--- src/rtl/shift_seq_ctrl.sv ---
// shift_seq_ctrl: frame sequencer for the sync FSM and the shift datapath.
// Arms sync detection, waits for ACTIVE, then runs one N_BITS-cycle frame.
//
// Ports:
//   clk, rst (async, active-low)    - clock and reset
//   en                              - sequencer enable (level)
//   sync_state                      - sync FSM state, 1 = ACTIVE
//   sh_en, fsm_rst                  - shift enable / sync FSM clear
//   busy, bit_cnt                   - frame in progress / shift index
//   frame_done, frame_cnt           - end-of-frame pulse / frame counter
//   timeout_err, sync_err           - sync timeout / stuck-sync pulses
module shift_seq_ctrl #(
    parameter int N_BITS    = 64,
    parameter int CNT_W     = 7,
    parameter int GUARD_CYC = 4,
    parameter int TIMEOUT   = 1024,
    parameter int TO_W      = 11
) (
    input  logic             clk,
    input  logic             rst,
    input  logic             en,
    input  logic             sync_state,
    output logic             sh_en,
    output logic             fsm_rst,
    output logic             busy,
    output logic [CNT_W-1:0] bit_cnt,
    output logic             frame_done,
    output logic [15:0]      frame_cnt,
    output logic             timeout_err,
    output logic             sync_err
);

    localparam int GW = (GUARD_CYC > 1) ? $clog2(GUARD_CYC) : 1;

    localparam logic [CNT_W-1:0] BIT_LAST = CNT_W'(N_BITS - 1);
    localparam logic [GW-1:0]    GRD_LAST = GW'(GUARD_CYC - 1);
    localparam logic [TO_W-1:0]  TO_LAST  = TO_W'(TIMEOUT - 1);

    typedef enum logic [2:0] {
        S_DIS,
        S_ARM,
        S_WAIT,
        S_SHIFT,
        S_GUARD
    } state_t;

    state_t           state_q;
    logic             sh_en_q;
    logic             fsm_rst_q;
    logic             busy_q;
    logic [CNT_W-1:0] bit_cnt_q;
    logic             frame_done_q;
    logic [15:0]      frame_cnt_q;
    logic             timeout_err_q;
    logic             sync_err_q;
    logic [TO_W-1:0]  to_cnt_q;
    logic [GW-1:0]    g_cnt_q;

    always_ff @(posedge clk or negedge rst) begin
        if (!rst) begin
            state_q       <= S_DIS;
            sh_en_q       <= 1'b0;
            fsm_rst_q     <= 1'b1;
            busy_q        <= 1'b0;
            bit_cnt_q     <= '0;
            frame_done_q  <= 1'b0;
            frame_cnt_q   <= '0;
            timeout_err_q <= 1'b0;
            sync_err_q    <= 1'b0;
            to_cnt_q      <= '0;
            g_cnt_q       <= '0;
        end else begin
            frame_done_q  <= 1'b0;
            timeout_err_q <= 1'b0;
            sync_err_q    <= 1'b0;
            // Disable overrides everything, including a frame ending now.
            if (!en) begin
                state_q   <= S_DIS;
                sh_en_q   <= 1'b0;
                fsm_rst_q <= 1'b1;
                busy_q    <= 1'b0;
                bit_cnt_q <= '0;
                to_cnt_q  <= '0;
                g_cnt_q   <= '0;
            end else begin
                unique case (state_q)
                    S_DIS: begin
                        state_q   <= S_ARM;
                        fsm_rst_q <= 1'b1;
                    end
                    S_ARM: begin
                        state_q   <= S_WAIT;
                        fsm_rst_q <= 1'b0;
                        to_cnt_q  <= '0;
                    end
                    S_WAIT: begin
                        // Sync is checked first so it beats a same-cycle timeout.
                        if (sync_state) begin
                            state_q   <= S_SHIFT;
                            sh_en_q   <= 1'b1;
                            busy_q    <= 1'b1;
                            bit_cnt_q <= '0;
                            to_cnt_q  <= '0;
                        end else if (TIMEOUT != 0 && to_cnt_q == TO_LAST) begin
                            state_q       <= S_ARM;
                            fsm_rst_q     <= 1'b1;
                            timeout_err_q <= 1'b1;
                            to_cnt_q      <= '0;
                        end else begin
                            to_cnt_q <= to_cnt_q + 1'b1;
                        end
                    end
                    S_SHIFT: begin
                        if (bit_cnt_q == BIT_LAST) begin
                            state_q      <= S_GUARD;
                            sh_en_q      <= 1'b0;
                            bit_cnt_q    <= '0;
                            g_cnt_q      <= '0;
                            frame_done_q <= 1'b1;
                            frame_cnt_q  <= frame_cnt_q + 16'd1;
                        end else begin
                            bit_cnt_q <= bit_cnt_q + 1'b1;
                        end
                    end
                    S_GUARD: begin
                        if (g_cnt_q == GRD_LAST) begin
                            busy_q  <= 1'b0;
                            g_cnt_q <= '0;
                            // Sync still ACTIVE here means the sync FSM is stuck.
                            if (sync_state) begin
                                state_q    <= S_ARM;
                                fsm_rst_q  <= 1'b1;
                                sync_err_q <= 1'b1;
                            end else begin
                                state_q <= S_WAIT;
                            end
                        end else begin
                            g_cnt_q <= g_cnt_q + 1'b1;
                        end
                    end
                    default: begin
                        state_q   <= S_DIS;
                        sh_en_q   <= 1'b0;
                        fsm_rst_q <= 1'b1;
                        busy_q    <= 1'b0;
                        bit_cnt_q <= '0;
                    end
                endcase
            end
        end
    end

    assign sh_en       = sh_en_q;
    assign fsm_rst     = fsm_rst_q;
    assign busy        = busy_q;
    assign bit_cnt     = bit_cnt_q;
    assign frame_done  = frame_done_q;
    assign frame_cnt   = frame_cnt_q;
    assign timeout_err = timeout_err_q;
    assign sync_err    = sync_err_q;

endmodule
--- config.mk ---
export PLATFORM = sky130hd
export DESIGN_NAME = shift_seq_ctrl
export DESIGN_NICKNAME = d
export VERILOG_FILES = /design/src/rtl/shift_seq_ctrl.sv
export SDC_FILE = /design/constraint.sdc
export NUM_CORES = 1
export LEC_CHECK = 0
export CAP_MARGIN = 10
export CORE_ASPECT_RATIO = 1.4
export CORE_MARGIN = 1.5
export CORE_UTILIZATION = 50
export DETAILED_ROUTE_END_ITERATION = 6
export PLACE_DENSITY = 0.84
export SETUP_SLACK_MARGIN = 0.4
export SLEW_MARGIN = 10
export SYNTH_ARGS = -nofsm -noshare
export SYNTH_HDL_FRONTEND = slang
export SYNTH_SLANG_ARGS = --single-unit
--- constraint.sdc ---
create_clock -name clk -period 4 [get_ports clk]
set_input_delay 0.6 -clock clk [delete_from_list [all_inputs] [get_ports clk]]
set_output_delay 0.6 -clock clk [all_outputs]
set_load 0.02 [all_outputs]
**Yosys cells after proc, flatten, opt, wreduce, memory -nomap -nowiden**

Index checks and enable logic that the tools add are counted.

- Mux-type cells: 42
- Equality and inequality tests: 19
- Add/subtract/negate cells: 4
- Reductions and logical operators: 10

Operators by type and width:

| kind | number |
|---|---|
| 11-bit 2-to-1 mux | 3 |
| 11-bit one-hot mux with 2 select lines | 1 |
| 7-bit 2-to-1 mux | 3 |
| 7-bit one-hot mux with 3 select lines | 1 |
| 1-bit 2-to-1 mux | 20 |
| 3-bit != test (second input constant) | 6 |
| 16-bit by 1-bit adder with 16-bit output (second input constant) | 1 |
| 3-bit 2-to-1 mux | 5 |
| 3-bit one-hot mux with 5 select lines | 1 |
| 3-bit AND reduction | 4 |
| 11-bit by 1-bit adder with 11-bit output (second input constant) | 1 |
| 11-bit by 10-bit equality test with 1-bit output (second input constant) | 1 |
| 2-bit 2-to-1 mux | 4 |
| 7-bit by 1-bit adder with 7-bit output (second input constant) | 1 |
| 7-bit by 6-bit equality test with 1-bit output (second input constant) | 1 |
| 3-bit by 2-bit equality test with 1-bit output (second input constant) | 2 |
| 2-bit != test (second input constant) | 3 |
| 3-bit by 1-bit != test with 1-bit output (second input constant) | 2 |
| 1-bit one-hot mux with 3 select lines | 2 |
| 3-bit OR reduction | 2 |
| 5-bit AND reduction | 1 |
| 4-bit != test (second input constant) | 1 |
| 1-bit one-hot mux with 4 select lines | 1 |
| 2-bit one-hot mux with 2 select lines | 1 |
| other kinds (6) | 7 |

- Word-level logic and storage cells: 86
- Output and inout port bits: 29
- Input port bits: 4
- Register bits: 45

**Logic depth before layout (Yosys ltp)**

Gate-level depths: netlist of run 1.

- Depth after elaboration: 5
- Gate-level depth with buffers: 6
- Mapped depth without buffers: 5

**Worst setup path after synthesis of run 1**

Ideal clock, no wire load.

- Path kind: register -> register
- Start: reg to_cnt_q[0]
- End: reg to_cnt_q[7]
- Required time: 3.865 ns
- Setup time: 0.135 ns
- Buffers on the path: 1
- Stages on the path, launching flop included: 7
- Slack: 2.251 ns
- Data arrival time: 1.613 ns
- Cells stage by stage: dfrtp_1 ha_1 nand4_2 or4_4 buf_6 a41oi_1 a31oi_1

- Word-level cells in the longest chain between the ends: 5
- Elaborated cells on any way between the ends: 6
- Classes of those cells: 1 x add/sub; 1 x eq/ne; 4 x mux

Ends and longest elaborated chain:

| element | line | RTL |
|---|---|---|
| from (decl) | 56 | `logic [TO_W-1:0] to_cnt_q;` |
| from (signal assigned) | 110 | `to_cnt_q <= to_cnt_q + 1'b1;` |
| 11-bit by 1-bit adder with 11-bit output or 11-bit by 10-bit equality test with 1-bit output (tied branches) | 110, 104 |  |
| 11-bit 2-to-1 mux (*) | 104 | `end else if (TIMEOUT != 0 && to_cnt_q == TO_LAST) begin` |
| 11-bit 2-to-1 mux (*) | 98 | `if (sync_state) begin` |
| 11-bit one-hot mux with 2 select lines (*) | 86 | `unique case (state_q)` |
| 11-bit 2-to-1 mux (*) | 77 | `if (!en) begin` |

Every way passes the cells marked *; elsewhere a longest branch is shown, timed or not.
A chain may end at the register's enable or synchronous reset.

**Worst setup path after layout of run 1**

- Start: in en
- End: reg frame_cnt_q[11] (netlist: frame_cnt[11])

- Word-level cells in the longest chain between the ends: 1

Ends and longest elaborated chain:

| element | line | RTL |
|---|---|---|
| from (decl) | 21 | `input logic en,` |
| 3-bit AND reduction (no line) | -- |  |
| to (signal assigned) | 120 | `frame_cnt_q <= frame_cnt_q + 16'd1;` |
| to (decl) | 53 | `logic [15:0] frame_cnt_q;` |

Every way passes these cells.

==> out/results.tsv, run 1 <==
metric	value	unit
status	finished, final reports clean	
cts_setup_buffers	0	
dr.pass1.iters	4	
power	0.961	mW
ir_worst_vdd	0.247	mV
period_share	64.7	%
die_h	83.4	µm
dpl.cell_count	307	
max_freq	0.386	GHz
synth_top_area_share	47.7	%
post_cts_resize_count	0	
syn-num-nets	230	
path_cells	clkdlybuf4s50_1 -> nand4b_1 -> nor4_4 -> nand4_1 -> xnor2_1	
fin_setup_tns	0	ns
via_per_inst	5.73	
clock-sinks	45	
synth.most_common_cell	dfrtp_1	
synth-seq-area-share	48.8	%
clockRootBuffer	clkbuf_8	
wl_per_cell	14.8	µm
gp_congestion	0.822	
core_area	4500	µm²
drive_above_1_share	7.11	%
grt_pass1_wl	7990	µm
yosysTopAreaCell	dfrtp_1	
dpl.hpwl	3350	µm
drt-initial-drc-count	70	
rrSetupSlack	1.86	ns
track_usage	20.4	%
path_class	in2reg	
fp-row-count	29	
cp-start-kind	primary input	
synth_top_cells_by_count	44 x dfrtp_1, 16 x nand2_1, 16 x o21ai_0	
synthArstFlopShare	100	%
synth_edf_count	0	
yosysWarnings	0	
clk_latency	0.29	ns
cts_htree_levels	2	
cp.required	4.18	ns
syn_inst	222	
p_per_area	347	nW/µm²
final_nets	260	
ys_types	52	
dieArea	5040	µm²
cts_tree	built	
relSlewSlack	36.2	%
antenna_found_initial	0	
hold_slack	0.450	ns
netlist_top_cells_area	dfrtp_1 48%, xnor2_1 4.9%, o21ai_0 3.5%	
skew	0.00519	ns
cpMaxStageDelayCell	clkdlybuf4s50_1	
synth_seq_cells	45	
avgSynthCellArea	10.4	µm²
rsz0062_at_grt	false	
final_area	2770	µm²
finalCriticalPeriod	2.59	ns
hold_violations	0	
clkTransAtPathRegs	0.08	ns
drc	0	
drt-total-wl	4650	µm
cts_made_buffers	5	
port_buffers	32	
diodes	0	
maxSlewViolCount	0	
clock_path_buffers	2	
total_leakage_power	1.24	nW
end_kind	flip-flop	
syn_area	2310	µm²
chipWidth	60.4	µm
syn_to_final_growth	20.2	%
io_pins	33	
worstPathMaxFanout	12	
setup_violations	0	
hp-class	in2async	
max_cap_viol_count	0	
grt.overflow.total	0	
grt_max_degree	46	
postCtsHoldBufs	0	
arrival	2.77	ns
tightest_slew	0.957	ns
synth_ff_type	dfrtp_1	
dpl_cell_area	2650	µm²
num_vias	1806	
slowest_delay	0.69	ns
drtAntennaViolNets	0	
grt_pass1_vias	1712	
final_cell_count_no_fill	315	
initial_core_util	51.3	%
## per-layer routing
metal  vias to the layer above  GRT usage, %  share of wire [%]
met5                         -             0                  0
met4                         0          8.70                2.0
met3                         6          3.43                2.9
met2                        38          33.6                 53
met1                       892          25.8                 42
li1                        870             -                  -
## power breakdown
part / total (mW) / switching, mW / internal (mW)
combinational: 0.114 / 0.0673 / 0.0469
clock: 0.358 / 0.155 / 0.203
sequential: 0.489 / 0.0209 / 0.469
## cells in the final DEF (no fill, tap or decap), drive strengths merged, types with 2 or more instances in the layout
master | netlist | final
a211o | 2 | 2
a21o | 3 | 3
a21oi | 3 | 3
a22o | 4 | 4
a22oi | 2 | 2
a31o | 2 | 2
a31oi | 5 | 5
and2 | 8 | 8
and3 | 5 | 5
and4 | 2 | 2
clkbuf | 5 | 6
clkdlybuf4s50 | 0 | 31
dfrtp | 44 | 44
ha | 4 | 4
inv | 2 | 2
mux2i | 2 | 2
nand2 | 16 | 16
nand2b | 5 | 5
nand3 | 11 | 11
nand3b | 3 | 3
nand4 | 10 | 10
nand4b | 2 | 2
nor2 | 13 | 13
nor2b | 5 | 5
nor3 | 6 | 6
nor4 | 3 | 3
o21a | 3 | 3
o21ai | 16 | 16
o21bai | 2 | 2
or2 | 2 | 2
xnor2 | 13 | 13
xor2 | 3 | 3
## logic make-up after synthesis
logic type,count (synthesis),share of synthesized area (%)
adder cells (fa/ha/maj),4,2.17
multiplexers,3,1.36
XOR/XNOR,16,6.07
AND/OR/NAND/NOR,95,25.3
flip-flops,45,48.8
buffers and inverters,11,2.39
AO/OA/AOI/OAI,48,13.9
## cell type report
class / count / area [µm²]
clock buffers: 6 / 82.6
repair buffers: 32 / 315
multi-input cells: 166 / 1130
clock inverters: 2 / 37.5
flip-flops and latches: 45 / 1130
well taps: 62 / 77.6
fillers: 398 / 1730
inverters: 2 / 7.51
## worst paths after layout
| path | start | end | cells past startpoint |
|---|---|---|---|
| worst max-delay path | en | frame_cnt[11] | 5 |
| worst min-delay path | rst | frame_cnt[6] | 1 |
| worst max register to register | state_q[2] | frame_cnt[11] | 4 |
| worst min register to register | frame_cnt[15] | frame_cnt[15] | 1 |
| max in group asynchronous | rst | state_q[2] | 1 |
| min in group clk | frame_cnt[15] | frame_cnt[15] | 1 |
## stage by stage
step / util, % / setup slack (ns)
finish: 61.7 / 1.41
global route: 61.7 / 1.25
CTS: 61.7 / 1.39
detailed placement: 59.0 / 1.07
global placement: 59.0 / 1.17
floorplan: - / 2.25
## critical path: cells and delay by family
| family | cells | cell delay, ns |
|---|---|---|
| xor gates and xnor gates | 1 | 0.16 |
| buffers and inverters | 1 | 0.69 |
| and+or+nand+nor | 3 | 1.31 |
## flip-flops by register name (all words and copies together) (netlist names)
signal / count
busy: 1
sync_err: 1
sh_en: 1
frame_done: 1
to_cnt_q: 11
state_q: 3
timeout_err: 1
g_cnt_q: 2
fsm_rst: 1
bit_cnt: 7
frame_cnt: 16
Power figures use the tool's default switching activity.
==> inputs of run 2 (changes only) <==
CORE_UTILIZATION = 49   (was 50)
PLACE_DENSITY = 0.86   (was 0.84)
clock period = 2.12 ns   (was 4 ns; I/O delays follow)
==> run 2 against run 1 <==
  * Via count grew 6.7%
  * Largest cell class is now multi-input gates
  * Hold slack lost 0.37 ns
  * Clock power up 88%
  * Die area grew 2.0%
  * Sequential power is 87% higher
  * Register-to-register slack worse by 1.5 ns
  * Clock skew about the same
  * Wire length rose by 9.8%
  * Highest routed layer unchanged
  * Flip-flop and latch count unchanged
  * Critical path type is now reg2reg
  * First-iteration DRC count grew 10%
==> out/results.tsv, run 2 (synthesis results as in run 1) <==
metric	value	unit	change
status	finished, final reports clean		unchanged
grt.overflow.total	0		unchanged
cts_made_buffers	5		unchanged
max_freq	0.572	GHz	
total_leakage_power	1.46	nW	was 1.24 nW
cts_htree_levels	2		unchanged
seqPwrFrac	49.0	%	was 50.9%
intPower	1.39	mW	was 0.719 mW
fin_ws	0.373	ns	was 1.41 ns
rrSetupSlack	0.37	ns	was 1.86 ns
mostFrequentLayoutCells	39 x dfrtp_1, 21 x clkdlybuf4s50_1, 18 x buf_4		was 44 x dfrtp_1, 31 x clkdlybuf4s50_1, 16 x nand2_1, 16 x o21ai_0
fp-row-count	29		unchanged
clock_path_buffers	2		unchanged
setup_violations	0		unchanged
wl_per_cell	15.2	µm	was 14.8 µm
num_vias	1927		was 1,806
via_per_inst	5.75		was 5.73
clkTransAtPathRegs	0.08	ns	about the same
finalCriticalPeriod	1.75	ns	
cp-start-kind	flip-flop		was primary input
reg2reg_from	to_cnt_q[0]		was state_q[2]
dpl.hpwl	3410	µm	was 3350 µm
port_buffers	32		unchanged
gp_congestion	0.827		was 0.822
dr.pass1.iters	4		unchanged
fin_setup_tns	0	ns	unchanged
grt_pass1_wl	8250	µm	was 7990 µm
clock-sinks	45		unchanged
dpl_worst_slack	0.0743	ns	was 1.07 ns
drt-initial-drc-count	77		was 70
cp.required	2.32	ns	was 4.18 ns
clk_latency	0.30	ns	was 0.29 ns
rsz0062_at_grt	true		was false
dpl_cell_area	2720	µm²	was 2650 µm²
cts_tree	built		unchanged
drive_above_1_share	16.5	%	was 7.11%
final_area	2990	µm²	was 2770 µm²
ir_worst_vdd	0.415	mV	was 0.247 mV
max_cap_viol_count	0		unchanged
regArea	1130	µm²	about the same
mostFrequentLayoutCell	dfrtp_1		unchanged
core_area	4540	µm²	was 4500 µm²
power.switching	0.471	mW	was 0.243 mW
track_usage	21.0	%	was 20.4%
dieArea	5140	µm²	was 5040 µm²
tightest_slew	0.560	ns	was 0.957 ns
die_h	84.2	µm	was 83.4 µm
end_kind	flip-flop		unchanged
r2r_cells	5		was 4
power	1.86	mW	was 0.961 mW
swShare	25.3	%	was 25.2%
power.share.clock	36.2	%	was 37.2%
multi_input_area	1180	µm²	was 1130 µm²
p_per_area	622	nW/µm²	was 347 nW/µm²
maxSlewViolCount	0		unchanged
largest_register_ffs	16		unchanged
initial_core_util	50.9	%	was 51.3%
diodes	0		unchanged
r2r_end	to_cnt_q[3]		was frame_cnt[11]
hp-class	in2async		unchanged
hold_violations	0		unchanged
combPwrFrac	14.8	%	was 11.9%
period_share	82.4	%	
drtAntennaViolNets	0		unchanged
clockRootBuffer	clkbuf_8		unchanged
worstPathMaxFanout	6		was 12
arrival	1.94	ns	was 2.77 ns
drc	0		unchanged
postCtsHoldBufs	0		unchanged
syn_to_final_growth	29.7	%	was 20.2%
grt_pass1_vias	1850		was 1,712
grt_max_degree	46		unchanged
path_class	reg2reg		was in2reg
hold_slack	0.0832	ns	was 0.450 ns
io_pins	33		unchanged
skew	0.00509	ns	was 0.00519 ns
final_nets	280		was 260
chipWidth	61.0	µm	was 60.4 µm
antenna_found_initial	0		unchanged
relSlewSlack	62.7	%	was 36.2%
drt-total-wl	5110	µm	was 4650 µm
fillCellCount	340		was 398
run 2: changes by cell type in the layout (fill, tap and decap cells not counted), moves of 2 or more:
cell | before | now
clkdlybuf4s50_1 | 31 | 21
ha_1 | 4 | 2
dfrtp_1 | 44 | 39
dlygate4sd2_1 | 0 | 3
buf_4 | 0 | 18
dfrtp_2 | 0 | 5
dlymetal6s2s_1 | 0 | 7
ha_4 | 0 | 2
run 2: what timing repair did:
| action | in CTS | in global routing |
|---|---|---|
| setup buffers | 0 | 12 |
| endpoints found under the setup margin | 22 | 31 |
| resized for setup | 5 | 16 |
| pin swaps | 2 | 4 |
| gates cloned | 0 | 1 |
run 2: per-layer routing:
layer / part of all wire, % / up-vias / track usage (%)
met3: 4.1 / 11 / 3.85
met5: 0 / - / 0
met2: 52 / 57 / 35.4
met4: 2.0 / 0 / 9.29
met1: 42 / 939 / 25.4
li1: - / 920 / -
run 2: worst max-delay path by stage:
stage	start	slack, ns	endpoint	cells after the start
global placement	en	0.15	to_cnt_q[8]	6
CTS	to_cnt_q[0]	0.35	to_cnt_q[3]	5
global route	to_cnt_q[0]	0.30	to_cnt_q[3]	5
detailed placement	en	0.07	to_cnt_q[9]	5
finish	to_cnt_q[0]	0.37	to_cnt_q[3]	5
floorplan	to_cnt_q[1]	0.42	to_cnt_q[7]	6
run 2: per-stage QoR:
step	util, %	instances
floorplan	-	222
global placement	60.0	314
detailed placement	60.0	314
CTS	62.7	322
global route	66.0	335
finish	66.0	335
run 2: worst max-delay path, stage by stage, from the launching register on:
cell	delay, ns
dfrtp_1	0.42
ha_4	0.18
nand4_2	0.15
or4_4	0.49
a31o_1	0.23
a21o_1	0.17
run 2: cell type report:
cell class	count	area share, %
clock buffer	7	2.88
tap	62	2.59
timing repair buffer	51	15.9
sequential	45	37.9
clock inverter	1	1.00
inverter	2	0.251
multi-input combinational	167	39.5
run 2: power groups by stage:
stage          Clock (mW)  Sequential, mW  Combinational, mW
2_1_floorplan           0           0.937              0.143
3_3_place_gp            0           0.928              0.237
3_5_place_dp            0           0.929              0.242
4_1_cts             0.688           0.913              0.242
5_1_grt             0.731           0.917              0.306
6_report            0.674           0.913              0.275
==> inputs of run 3 (changes only) <==
clock period = 1.4 ns   (was 2.12 ns; I/O delays follow)
==> run 3 against run 2 <==
  * The run now ends with setup timing left
  * Wire length grew 100%
  * First-iteration DRC count rose to 4.8 times the previous value
  * Flip-flop and latch count unchanged
  * Largest power group unchanged
  * Maximum frequency down 3.4%
  * Sequential share of layout area is 9.1 points lower
  * Final cell count rose by 22%
  * Total power grew 59%
  * Critical endpoint is now to_cnt_q[9]
  * Count of clock-buffer cells in the layout is 1 higher
  * Setup slack lost 0.78 ns
  * Sequential power is 52% higher
  * Global-route usage increased by 14 points
  * Utilization is 21 points higher
==> out/results.tsv, run 3 (synthesis results as in run 1) <==
metric	value	unit	change
antenna_found_initial	0		unchanged
diodes	0		unchanged
drc	0		unchanged
dpl_cell_area	3180	µm²	was 2720 µm²
worstPathMaxFanout	7		was 6
initial_core_util	50.9	%	unchanged
finalCriticalPeriod	1.81	ns	was 1.75 ns
max_freq	0.553	GHz	was 0.572 GHz
fp-row-count	29		unchanged
cp.required	1.57	ns	was 2.32 ns
hp-class	in2async		unchanged
chipWidth	61.0	µm	unchanged
mostFrequentLayoutCells	64 x buf_6, 56 x buf_4, 36 x dfrtp_1		was 39 x dfrtp_1, 21 x clkdlybuf4s50_1, 18 x buf_4
drt-total-wl	10400	µm	was 5110 µm
dr.pass1.iters	5		was 4
dieArea	5140	µm²	unchanged
drtAntennaViolNets	0		unchanged
r2r_end	to_cnt_q[9]		was to_cnt_q[3]
setup_violations	42		was 0
violations	setup timing		
clkTransAtPathRegs	0.09	ns	was 0.08 ns
dpl.hpwl	4260	µm	was 3410 µm
fin_ws	-0.409	ns	was 0.373 ns
rrSetupSlack	-0.41	ns	was 0.37 ns
arrival	1.98	ns	was 1.94 ns
status	finished, violations left		was finished, final reports clean
die_h	84.2	µm	unchanged
cp-start-kind	flip-flop		unchanged
grt_pass1_vias	2487		was 1,850
clk_latency	0.30	ns	about the same
cts_made_buffers	5		unchanged
final_area	3950	µm²	was 2990 µm²
drive_above_1_share	53.9	%	was 16.5%
clock_path_buffers	2		unchanged
total_leakage_power	1.90	nW	was 1.46 nW
core_area	4540	µm²	unchanged
clockRootBuffer	clkbuf_8		unchanged
grt.overflow.total	0		unchanged
clock-sinks	45		unchanged
gp_congestion	0.906		was 0.827
grt_pass1_wl	13100	µm	was 8250 µm
multi_input_area	1420	µm²	was 1180 µm²
power	2.96	mW	was 1.86 mW
dpl_worst_slack	-0.402	ns	was 0.0743 ns
regArea	1140	µm²	was 1130 µm²
dpl.cell_count	363		was 314
reg2reg_from	to_cnt_q[5]		was to_cnt_q[0]
syn_to_final_growth	71.1	%	was 29.7%
fin_setup_tns	-9.62	ns	was 0 ns
drt-initial-drc-count	367		was 77
track_usage	35.2	%	was 21.0%
largest_register_ffs	16		unchanged
maxSlewViolCount	0		unchanged
ir_worst_vdd	0.727	mV	was 0.415 mV
end_kind	flip-flop		unchanged
final_cell_count_no_fill	409		was 335
hold_violations	0		unchanged
r2r_cells	5		unchanged
cts_tree	built		unchanged
io_pins	33		unchanged
period_share	129	%	was 82.4%
skew	0.00818	ns	was 0.00509 ns
path_class	reg2reg		unchanged
max_cap_viol_count	0		unchanged
mostFrequentLayoutCell	buf_6		was dfrtp_1
grt_max_degree	30		was 46
cts_htree_levels	2		unchanged
port_buffers	32		unchanged
p_per_area	751	nW/µm²	was 622 nW/µm²
final_nets	354		was 280
num_vias	2689		was 1,927
rsz0062_at_grt	true		unchanged
tightest_slew	0.376	ns	was 0.560 ns
wl_per_cell	25.3	µm	was 15.2 µm
via_per_inst	6.57		was 5.75
fillCellCount	184		was 340
relSlewSlack	74.8	%	was 62.7%
## run 3: final cells by class
cell class | instances | area share [%]
tap | 62 | 1.96
multi-input combinational | 166 | 35.9
timing repair buffer | 126 | 30.8
sequential | 45 | 28.8
clock buffer | 8 | 2.28
inverter | 2 | 0.190
## run 3: how the worst max path moves through the flow
stage,from,end,slack [ns],depth (start not counted)
6_report,to_cnt_q[5],to_cnt_q[9],-0.41,5
5_1_grt,to_cnt_q[5],to_cnt_q[9],-0.42,5
4_1_cts,to_cnt_q[1],to_cnt_q[3],-0.23,5
3_5_place_dp,en,bit_cnt[5],-0.40,6
3_3_place_gp,en,frame_cnt[12],-0.39,6
2_1_floorplan,state_q[2],frame_cnt[1],-0.14,4
## run 3: through the flow
step / utilization, % / hold slack (ns)
after floorplan: - / -0.0856
after global placement: 70.0 / 0.154
after detailed placement: 70.0 / 0.156
after CTS: 82.3 / 0.373
after global routing: 87.1 / 0.356
final: 87.1 / 0.364
## run 3: layer usage
metal	track usage, %	wire length [µm]
met3	6.01	874
met2	60.6	5120
met1	38.5	3530
met5	0	0
met4	21.3	824
## run 3: critical path, stage by stage (launching register included)
cell,delay [ns]
dfrtp_1,0.48
nand3_2,0.20
or4_4,0.60
buf_4,0.18
nand4_1,0.11
o311ai_1,0.11
## run 3: power breakdown
group          internal [mW]  switching, mW  leakage [nW]  total (mW)
logic                  0.338          0.398          1.25       0.736
registers               1.34         0.0465         0.609        1.39
clock network          0.403          0.438        0.0455       0.841
total                   2.08          0.882          1.90        2.96
## run 3: repair_timing
action	in CTS	in global routing
gates resized for setup	237	27
setup endpoints to repair	74	75
pin swaps	40	24
hold buffers	1	0
setup buffers	23	14
endpoints found under the hold margin	16	0
